**src/rtl/snitch_icache_l0_mshr.sv**
```systemverilog
// Private per-port L0 instruction cache with multiple outstanding refills.
// Fully associative, round-robin eviction, next-line prefetch and
// out-of-order refill responses matched by slot ID.
// Ports:
//   clk_i, rst_ni                      clock, async active-low reset
//   flush_valid_i                      invalidate all lines
//   enable_prefetching_i               allow next-line prefetch
//   in_addr_i/in_valid_i               fetch request
//   in_data_o/in_ready_o/in_error_o    combinational hit response
//   out_req_addr_o/out_req_id_o        registered refill request
//   out_req_valid_o/out_req_ready_i    refill request handshake
//   out_rsp_data_i/out_rsp_error_i     refill response payload
//   out_rsp_id_i/out_rsp_valid_i       refill response slot and valid
//   out_rsp_ready_o                    always ready
//   evt_miss_o/evt_hit_o/evt_prefetch_o  one-cycle event pulses
module snitch_icache_l0_mshr #(
  parameter int unsigned LINE_COUNT      = 4,
  parameter int unsigned LINE_WIDTH      = 128,
  parameter int unsigned FETCH_AW        = 32,
  parameter int unsigned FETCH_DW        = 32,
  parameter int unsigned NUM_OUTSTANDING = 2,
  localparam int unsigned IDW = (NUM_OUTSTANDING > 1) ? $clog2(NUM_OUTSTANDING) : 1
) (
  input  logic                  clk_i,
  input  logic                  rst_ni,
  input  logic                  flush_valid_i,
  input  logic                  enable_prefetching_i,
  input  logic [FETCH_AW-1:0]   in_addr_i,
  input  logic                  in_valid_i,
  output logic [FETCH_DW-1:0]   in_data_o,
  output logic                  in_ready_o,
  output logic                  in_error_o,
  output logic [FETCH_AW-1:0]   out_req_addr_o,
  output logic [IDW-1:0]        out_req_id_o,
  output logic                  out_req_valid_o,
  input  logic                  out_req_ready_i,
  input  logic [LINE_WIDTH-1:0] out_rsp_data_i,
  input  logic                  out_rsp_error_i,
  input  logic [IDW-1:0]        out_rsp_id_i,
  input  logic                  out_rsp_valid_i,
  output logic                  out_rsp_ready_o,
  output logic                  evt_miss_o,
  output logic                  evt_hit_o,
  output logic                  evt_prefetch_o
);

  localparam int unsigned LINE_ALIGN  = $clog2(LINE_WIDTH / 8);
  localparam int unsigned FETCH_ALIGN = $clog2(FETCH_DW / 8);
  localparam int unsigned TAG_W       = FETCH_AW - LINE_ALIGN;
  localparam int unsigned LIDX_W      = $clog2(LINE_COUNT);
  localparam int unsigned WORDS       = LINE_WIDTH / FETCH_DW;
  localparam int unsigned WIDX_W      = (WORDS > 1) ? $clog2(WORDS) : 1;

  // Line state
  logic [TAG_W-1:0]           r_tag  [LINE_COUNT];
  logic [LINE_WIDTH-1:0]      r_data [LINE_COUNT];
  logic [IDW-1:0]             r_slot [LINE_COUNT];
  logic [LINE_COUNT-1:0]      r_vld, r_pend, r_err, r_drop;
  logic [NUM_OUTSTANDING-1:0] r_busy;
  logic [LIDX_W-1:0]          r_rr;

  // Refill request register
  logic                r_req_valid;
  logic [FETCH_AW-1:0] r_req_addr;
  logic [IDW-1:0]      r_req_id;

  logic [TAG_W-1:0]  w_in_tag, w_next_tag, w_alloc_tag;
  logic              w_hit_any, w_hit, w_pend_match, w_next_present;
  logic [LIDX_W-1:0] w_hit_idx, w_rsp_idx, w_victim, w_cand;
  logic              w_rsp_hit, w_victim_ok, w_slot_ok;
  logic [IDW-1:0]    w_free_slot;
  logic [WIDX_W-1:0] w_word;
  logic              w_demand, w_can_alloc, w_alloc_demand, w_alloc_pf, w_alloc;
  logic              w_unused;

  assign w_in_tag   = in_addr_i[FETCH_AW-1:LINE_ALIGN];
  assign w_next_tag = w_in_tag + TAG_W'(1);
  assign w_unused   = ^in_addr_i;

  // Tag lookup: hit, pending match, next-line presence, response owner
  always_comb begin
    w_hit_any      = 1'b0;
    w_hit_idx      = '0;
    w_pend_match   = 1'b0;
    w_next_present = 1'b0;
    w_rsp_hit      = 1'b0;
    w_rsp_idx      = '0;
    for (int unsigned i = 0; i < LINE_COUNT; i++) begin
      if (r_vld[i] && (r_tag[i] == w_in_tag) && !w_hit_any) begin
        w_hit_any = 1'b1;
        w_hit_idx = LIDX_W'(i);
      end
      if (r_pend[i] && !r_drop[i] && (r_tag[i] == w_in_tag)) w_pend_match = 1'b1;
      if ((r_vld[i] || r_pend[i]) && (r_tag[i] == w_next_tag)) w_next_present = 1'b1;
      if (out_rsp_valid_i && r_pend[i] && (r_slot[i] == out_rsp_id_i) && !w_rsp_hit) begin
        w_rsp_hit = 1'b1;
        w_rsp_idx = LIDX_W'(i);
      end
    end
  end

  // Victim: first non-pending line from the round-robin pointer upward
  always_comb begin
    w_victim_ok = 1'b0;
    w_victim    = '0;
    w_cand      = '0;
    for (int unsigned i = 0; i < LINE_COUNT; i++) begin
      w_cand = r_rr + LIDX_W'(i);
      if (!w_victim_ok && !r_pend[w_cand]) begin
        w_victim_ok = 1'b1;
        w_victim    = w_cand;
      end
    end
  end

  // Lowest free refill slot; slots freed this cycle are not yet visible
  always_comb begin
    w_slot_ok   = 1'b0;
    w_free_slot = '0;
    for (int unsigned i = 0; i < NUM_OUTSTANDING; i++) begin
      if (!w_slot_ok && !r_busy[i]) begin
        w_slot_ok   = 1'b1;
        w_free_slot = IDW'(i);
      end
    end
  end

  // Allocation: demand miss wins over prefetch, nothing during flush
  assign w_hit          = in_valid_i & w_hit_any;
  assign w_demand       = in_valid_i & ~w_hit_any & ~w_pend_match;
  assign w_can_alloc    = ~flush_valid_i & w_slot_ok & w_victim_ok &
                          (~r_req_valid | out_req_ready_i);
  assign w_alloc_demand = w_demand & w_can_alloc;
  assign w_alloc_pf     = w_hit & enable_prefetching_i & ~w_next_present & w_can_alloc;
  assign w_alloc        = w_alloc_demand | w_alloc_pf;
  assign w_alloc_tag    = w_alloc_demand ? w_in_tag : w_next_tag;

  assign w_word    = (WORDS > 1) ? WIDX_W'(in_addr_i >> FETCH_ALIGN) : '0;
  assign in_data_o = FETCH_DW'(r_data[w_hit_idx] >> (32'(w_word) * FETCH_DW));
  assign in_ready_o      = w_hit;
  assign in_error_o      = w_hit & r_err[w_hit_idx];
  assign out_req_addr_o  = r_req_addr;
  assign out_req_id_o    = r_req_id;
  assign out_req_valid_o = r_req_valid;
  assign out_rsp_ready_o = 1'b1;
  assign evt_hit_o       = w_hit;
  assign evt_miss_o      = w_alloc_demand;
  assign evt_prefetch_o  = w_alloc_pf;

  // State update; response overrides flush for its own line, allocation last
  always_ff @(posedge clk_i or negedge rst_ni) begin
    if (!rst_ni) begin
      r_vld       <= '0;
      r_pend      <= '0;
      r_err       <= '0;
      r_drop      <= '0;
      r_busy      <= '0;
      r_rr        <= '0;
      r_req_valid <= 1'b0;
      r_req_addr  <= '0;
      r_req_id    <= '0;
      for (int unsigned i = 0; i < LINE_COUNT; i++) begin
        r_tag[i]  <= '0;
        r_data[i] <= '0;
        r_slot[i] <= '0;
      end
    end else begin
      if (flush_valid_i) begin
        r_vld  <= '0;
        r_drop <= r_drop | r_pend;
      end
      if (w_rsp_hit) begin
        r_data[w_rsp_idx] <= out_rsp_data_i;
        r_err[w_rsp_idx]  <= out_rsp_error_i;
        r_vld[w_rsp_idx]  <= ~r_drop[w_rsp_idx] & ~flush_valid_i;
        r_pend[w_rsp_idx] <= 1'b0;
        r_drop[w_rsp_idx] <= 1'b0;
        r_busy[r_slot[w_rsp_idx]] <= 1'b0;
      end
      if (w_alloc) begin
        r_tag[w_victim]     <= w_alloc_tag;
        r_vld[w_victim]     <= 1'b0;
        r_pend[w_victim]    <= 1'b1;
        r_err[w_victim]     <= 1'b0;
        r_drop[w_victim]    <= 1'b0;
        r_slot[w_victim]    <= w_free_slot;
        r_busy[w_free_slot] <= 1'b1;
        r_rr                <= w_victim + LIDX_W'(1);
        r_req_valid         <= 1'b1;
        r_req_addr          <= {w_alloc_tag, {LINE_ALIGN{1'b0}}};
        r_req_id            <= w_free_slot;
      end else if (out_req_ready_i) begin
        r_req_valid <= 1'b0;
      end
    end
  end

  // Every response must belong to an in-flight refill
  a_rsp_known : assert property (@(posedge clk_i) disable iff (!rst_ni)
    out_rsp_valid_i |-> w_rsp_hit);

endmodule

```
**config.mk**
```make
export PLATFORM = sky130hd
export DESIGN_NAME = snitch_icache_l0_mshr
export DESIGN_NICKNAME = d
export VERILOG_FILES = /design/src/rtl/snitch_icache_l0_mshr.sv
export SDC_FILE = /design/constraint.sdc
export NUM_CORES = 2
export LEC_CHECK = 0
export ABC_AREA = 1
export CORE_AREA = 2 2 352 354
export CTS_CLUSTER_DIAMETER = 50
export DETAILED_ROUTE_END_ITERATION = 12
export DIE_AREA = 0 0 354 356
export GPL_TIMING_DRIVEN = 0
export PLACE_DENSITY = 0.47
export SETUP_SLACK_MARGIN = 0.15
export SYNTH_ARGS = -nofsm -noshare
export SYNTH_HDL_FRONTEND = slang
export SYNTH_SLANG_ARGS = --single-unit
```
**constraint.sdc**
```tcl
create_clock -name clk_i -period 6.45 [get_ports clk_i]
set_input_delay 1.29 -clock clk_i [delete_from_list [all_inputs] [get_ports clk_i]]
set_output_delay 1.29 -clock clk_i [all_outputs]
set_load 0.1 [all_outputs]
```
; Word-level counts from Yosys, hierarchy flattened
; Cells that the tools add are included.
[classes]
n_addsub = 5
n_lt_le_gt_ge = 18
eq_ne = 12
shift = 1
mux = 85
bitwise = 35
n_reduce_logical = 61
[op_table]
columns = cell, count
row1 = $bwmux 512, 1
row2 = $mux 128, 3
row3 = $bmux 128 s2, 1
row4 = $demux 128 s2, 1
row5 = $eq 28x28->1, 8
row6 = $shr 128x7->32, 1
row7 = $bwmux 112, 1
row8 = $demux 28 s2, 1
row9 = $mux 28, 2
row10 = $logic_and 1x1->1, 40
row11 = $mux 1, 40
row12 = $mux 4, 10
row13 = $add 28x1->28 const B, 1
row14 = $lt 2x3->1 const B, 7
row15 = $and 4x4->4, 5
row16 = $mux 2, 10
row17 = $logic_not 1->1, 16
row18 = $bmux 1 s2, 7
row19 = $and 1x1->1, 12
row20 = $bwmux 4, 3
row21 = $ge 3x3->1 const B, 3
row22 = $not 2->3, 3
row23 = $not 4->4, 2
row24 = $or 4x4->4, 2
row25 = other kinds (16), 37
[word_totals]
ff_bits = 678
inputBits = 169
out_inout_bits = 72
wordCells = 238

; Depth between registers and ports, before layout
[depth]
word_depth = 25
mapped_depth = 21
mapped_depth_nobuf = 19

; Worst setup path before layout
; OpenSTA, ideal clock, no wires.
[synth_path]
path_kind = in2out
from = input in_addr_i[10]
to = output in_error_o
t_arrival_ns = 4.458
required_ns = 5.160
slack_ns = 0.702
cell_stages = 17
n_path_buf = 3
cell_sequence = buf_2 -> inv_1 -> nand2_1 -> nand2_1 -> nor2_1 -> nand2_1 -> nor2_1 -> nand2_1 -> nor2_1 -> nand3_1 -> nand2_1 -> nand2_1 -> buf_2 -> clkbuf_1 -> a21oi_1 -> o21ai_0 -> a21oi_1
[synth_between]
elab_chain_len = 15
word_cells_on_any_way = 25
classes_between = eq/ne (4) / mux (9) / bitwise (2) / reduce/logical (10)
[synth_rtl]
columns = item, line
row1 = "start, declared", 28  ; input logic [FETCH_AW-1:0] in_addr_i,
row2 = $eq 28x28->1, 89  ; if (r_vld[i] && (r_tag[i] == w_in_tag) && !w_hit_any) begin
row3 = $logic_and 1x1->1, 89
row4 = $mux 1, 89
row5 = $logic_not 1->1, 89
row6 = $logic_and 1x1->1, 89
row7 = $mux 1, 89
row8 = $logic_not 1->1, 89
row9 = $logic_and 1x1->1, 89
row10 = $mux 1, 89
row11 = $logic_not 1->1, 89
row12 = $logic_and 1x1->1, 89
row13 = $mux 2, 89
row14 = $bmux 1 s2, 141  ; assign in_error_o = w_hit & r_err[w_hit_idx];
row15 = $mux 1 (not written as such), 141
row16 = $and 1x1->1 *, 141
row17 = "end, declared", 32  ; output logic in_error_o,
; Mark *: on every way between the ends. The rest lies on a longest branch, timed or not. The select of a mux whose other input is x is not followed.

; Worst setup path after layout
[layout_path]
from = input in_addr_i[5]
to = output in_data_o[31]
[layout_between]
elab_chain_len = 17
word_cells_on_any_way = 25
classes_between = eq/ne (4) / shift (1) / mux (9) / bitwise (1) / reduce/logical (10)
[layout_rtl]
columns = item, line
row1 = $eq 28x28->1, 89
row2 = $logic_and 1x1->1, 89
row3 = $mux 1, 89
row4 = $logic_not 1->1, 89
row5 = $logic_and 1x1->1, 89
row6 = $mux 1, 89
row7 = $logic_not 1->1, 89
row8 = $logic_and 1x1->1, 89
row9 = $mux 1, 89
row10 = $logic_not 1->1, 89
row11 = $logic_and 1x1->1, 89
row12 = $mux 2 *, 89
row13 = $not 2->3 (not written as such) *, 139  ; assign in_data_o = FETCH_DW'(r_data[w_hit_idx] >> (32'(w_word) * FETCH_DW));
row14 = $bmux 128 s2 *, 139
row15 = $mux 128 (not written as such) * (2 in series), 139
row16 = $shr 128x7->32 *, 139
row17 = "end, declared", 30  ; output logic [FETCH_DW-1:0] in_data_o,
; Marked as above.

==> flow_summary_export.csv <==
group,metric,value,unit
yosys,synth_top_family_by_area,"simple AND/OR/NAND/NOR gates",
floorplan,initial_core_util,0.296,
setup_path,endpoint_kind,"primary output",
global_route,grt_pass1_vias,35100,
drt,routedWlPerCell,24.6,um
timing,finalClockSkew,0.0561,ns
yosys,synthMuxAreaShare,0,
timing,final_min_period_over_clock_period,0.975,
timing,drv_slew,0,
yosys,synthArstFlopShare,1.00,
floorplan,dieArea,0.126,sq mm
setup_path,cp_cell_sequence,"clkdlybuf4s50_1, buf_4, xor2_1, nor2_1, nand2_1, nor2_1, nand2_1, nor2_1, nand3_1, nand2_4, buf_6, clkbuf_8, nand3_1, nand2_1, nand2_1, nand3_1, nand3_1, nand2_2, buf_6",
power_and_ir_drop,seq_power_share,0.338,
floorplan,die_x,354,um
timing,min_period,6.29,ns
setup_path,cp-start-kind,"input pin",
placement,place.gp.congestion,0.969,
yosys,synth-xor-area-share,0.0284,
clocking,cts_buffers,102,
yosys,synth_seq_area_share,0.467,
timing,relSlewSlack,0.145,
min_path,min_path_type,"flip-flop to flip-flop",
placement,io_buffers,208,
yosys,synth-edff-count,0,
power_and_ir_drop,leakage,22.5,nW
layout,regArea,0.0170,sq mm
clocking,cts-root-buf,"clkbuf_16",
setup_path,worstPathArrival,5.00,ns
timing,setup_viol,0,
layout,multi_input_area,0.0171,sq mm
yosys,synth_compound_area_frac,0.0851,
clocking,clk-insertion-delay-late,0.76,ns
timing,worstMarginPinSlew,1.28,ns
power_and_ir_drop,power_density,486,mW/mm^2
layout,drive_gt1_frac,0.0972,
power_and_ir_drop,power_frac_comb,0.395,
floorplan,die_y,356,um
global_route,grt_pass1_wl,251,mm
timing,hold_ws,0.481,ns
drt,drc,0,
min_path,hold_start,"r_data[143]",
setup_path,slowest_stage,"clkdlybuf4s50_1",
global_route,grt_max_degree,110,
layout,final_util,0.368,
clocking,clockBufferDepth,3,
layout,final_common_cell,"nand2_1",
yosys,yosys_warnings,0,
global_route,grt_overflow_total,0,
yosys,synthSimpleGateAreaFrac,0.345,
floorplan,rows,129,
job,drv_cap,0,
layout,fill_cells,13300,
drt,drtIter0Drc,4208,
power_and_ir_drop,sw_frac_of_total,0.446,
placement,place_hpwl,126,mm
floorplan,num_io_pins,241,
power_and_ir_drop,p_total,0.0219,W
setup_path,crit_start,"in_addr_i[5]",
drt,final_antenna_net_count,0,
layout,syn_to_final_growth,24.1,%
timing,rsz0062_at_grt,"true",
yosys,syn_avg_cell_area,7.17,sq um
floorplan,core,0.123,sq mm
yosys,ys_types,40,
layout,mostFrequentLayoutCells,"nand2_1 (2093), dfrtp_1 (678), nand3_1 (643)",
drt,viasPerCell,5.14,
outcome,status,"complete, no violations",
drt,via_count,36600,
setup_path,r2r_start,"r_pend[0]",
yosys,syn_area,0.0364,sq mm
power_and_ir_drop,pwr-share-clk,0.267,
clocking,cts_tree,"yes",
drt,first_pass_iters,7,
setup_path,critPathBufInv,5,
setup_path,cp.required,5.16,ns
clocking,h-tree-depth,3,
setup_path,critPathMaxStageDelay,0.54,ns
timing,hold_viol_final,0,
power_and_ir_drop,switchingPower,0.00978,W
timing,final.setup.tns,0,ns
setup_path,path_class,"input pin to primary output",
yosys,ys_ff_latch,678,
drt,wirelength,175,mm
setup_path,crit_family,"simple AND/OR/NAND/NOR gates",
clocking,cts.sinks,678,
clocking,cts.clk_slew.worst_paths,0.05,ns
layout,fin_nets,5571,
global_route,grtUsageTotal,0.274,
power_and_ir_drop,vdd_drop_max,339,uV
power_and_ir_drop,p_int,0.0121,W
yosys,synth_flop_cell,"dfrtp_1",
clocking,hold_buffers,0,
timing,fmax,0.159,GHz
yosys,synthAdderAreaFrac,0.00172,
setup_path,worstPathMaxFanout,10,
yosys,syn_inst,5070,
global_route,antenna_found_initial,6,
## worst register-to-register path, cell delays in order (launching register included)
cell and delay, ns:
dfrtp_1 0.41, nand2_1 0.07, inv_1 0.07, nand3_1 0.38, inv_1 0.32, nor3_1 0.09
nand2_1 0.14, clkbuf_1 0.70, clkbuf_1 0.96, clkbuf_1 0.62, o21ai_0 0.19
## routing by layer
metal / share of wire / up-vias / GRT usage
met2: 0.45 / 1583 / 0.425
met1: 0.43 / 17900 / 0.368
met3: 0.082 / 309 / 0.0585
met5: 0 / - / 0
met4: 0.042 / 0 / 0.117
li1: - / 16800 / -
## worst paths after layout
path | end | slack [ns] | depth (start not counted)
worst min-delay path | r_data[143] | 0.48 | 2
min in group asynchronous | out_req_addr_o[20] | 0.58 | 2
worst max register to register | r_data[105] | 2.36 | 10
worst max-delay path | in_data_o[31] | 0.16 | 19
max in group asynchronous | r_data[400] | 3.98 | 5
worst min register to register | r_data[143] | 0.48 | 2
## synth_stat cells (33+ instances only)
library cell,count,area share
inv_1,285,0.029
xor2_1,35,0.0084
buf_4,33,0.0068
o21ai_0,556,0.077
xnor2_1,83,0.020
clkbuf_1,192,0.020
dfrtp_1,678,0.47
buf_1,44,0.0045
nand3_1,680,0.094
buf_2,67,0.0092
nor2_1,134,0.014
nand2_1,2115,0.22
## sequential cells by signal, summed over array words and instances, names as in the netlist
register,count
out_req_id_o,1
r_tag,112
r_drop,4
r_slot,4
r_pend,4
r_rr,2
r_data,512
out_req_valid_o,1
out_req_addr_o,28
r_busy,2
r_vld,4
r_err,4
## stage by stage
step / instance area, sq um / std cells / worst slack, ns
after floorplan: 36400 / 5073 / 0.702
after global placement: 40500 / 6918 / -29.11
after detailed placement: 40700 / 6925 / -1.83
after CTS: 44800 / 7115 / 0.153
after global routing: 45100 / 7120 / 0.120
final: 45100 / 7124 / 0.164
## repair_timing
| action | in CTS | in global routing |
|---|---|---|
| pin swaps | 0 | 7 |
| gates resized for setup | 462 | 71 |
| setup endpoints to repair | 37 | 36 |
| buffers inserted | 0 | 5 |
## layout make-up
class	count	area share
Timing Repair Buffer	220	0.0521
Buffer	343	0.0442
Multi-Input combinational cell	3758	0.379
Clock buffer	120	0.0605
Tap cell	1637	0.0454
Inverter	294	0.0245
Sequential cell	678	0.376
Clock inverter	70	0.0185
Antenna cell	4	0.000222
## cell families after synthesis
| family | after synthesis |
|---|---|
| AND/OR/NAND/NOR | 3020 |
| XOR/XNOR | 118 |
| other | 2 |
| buffers and inverters | 637 |
| adder cells (fa/ha/maj) | 5 |
| flip-flops | 678 |
| AO/OA/AOI/OAI | 610 |
## power by group through the flow
stage                     Clock, W  Sequential (W)  Combinational [W]
after global placement           0         0.00745            0.00837
after floorplan                  0         0.00767            0.00501
after CTS                  0.00592         0.00737            0.00855
after global routing       0.00610         0.00762            0.00953
final                      0.00585         0.00741            0.00866
after detailed placement         0         0.00741            0.00848
Note: power is estimated with default switching activity, not from simulation.
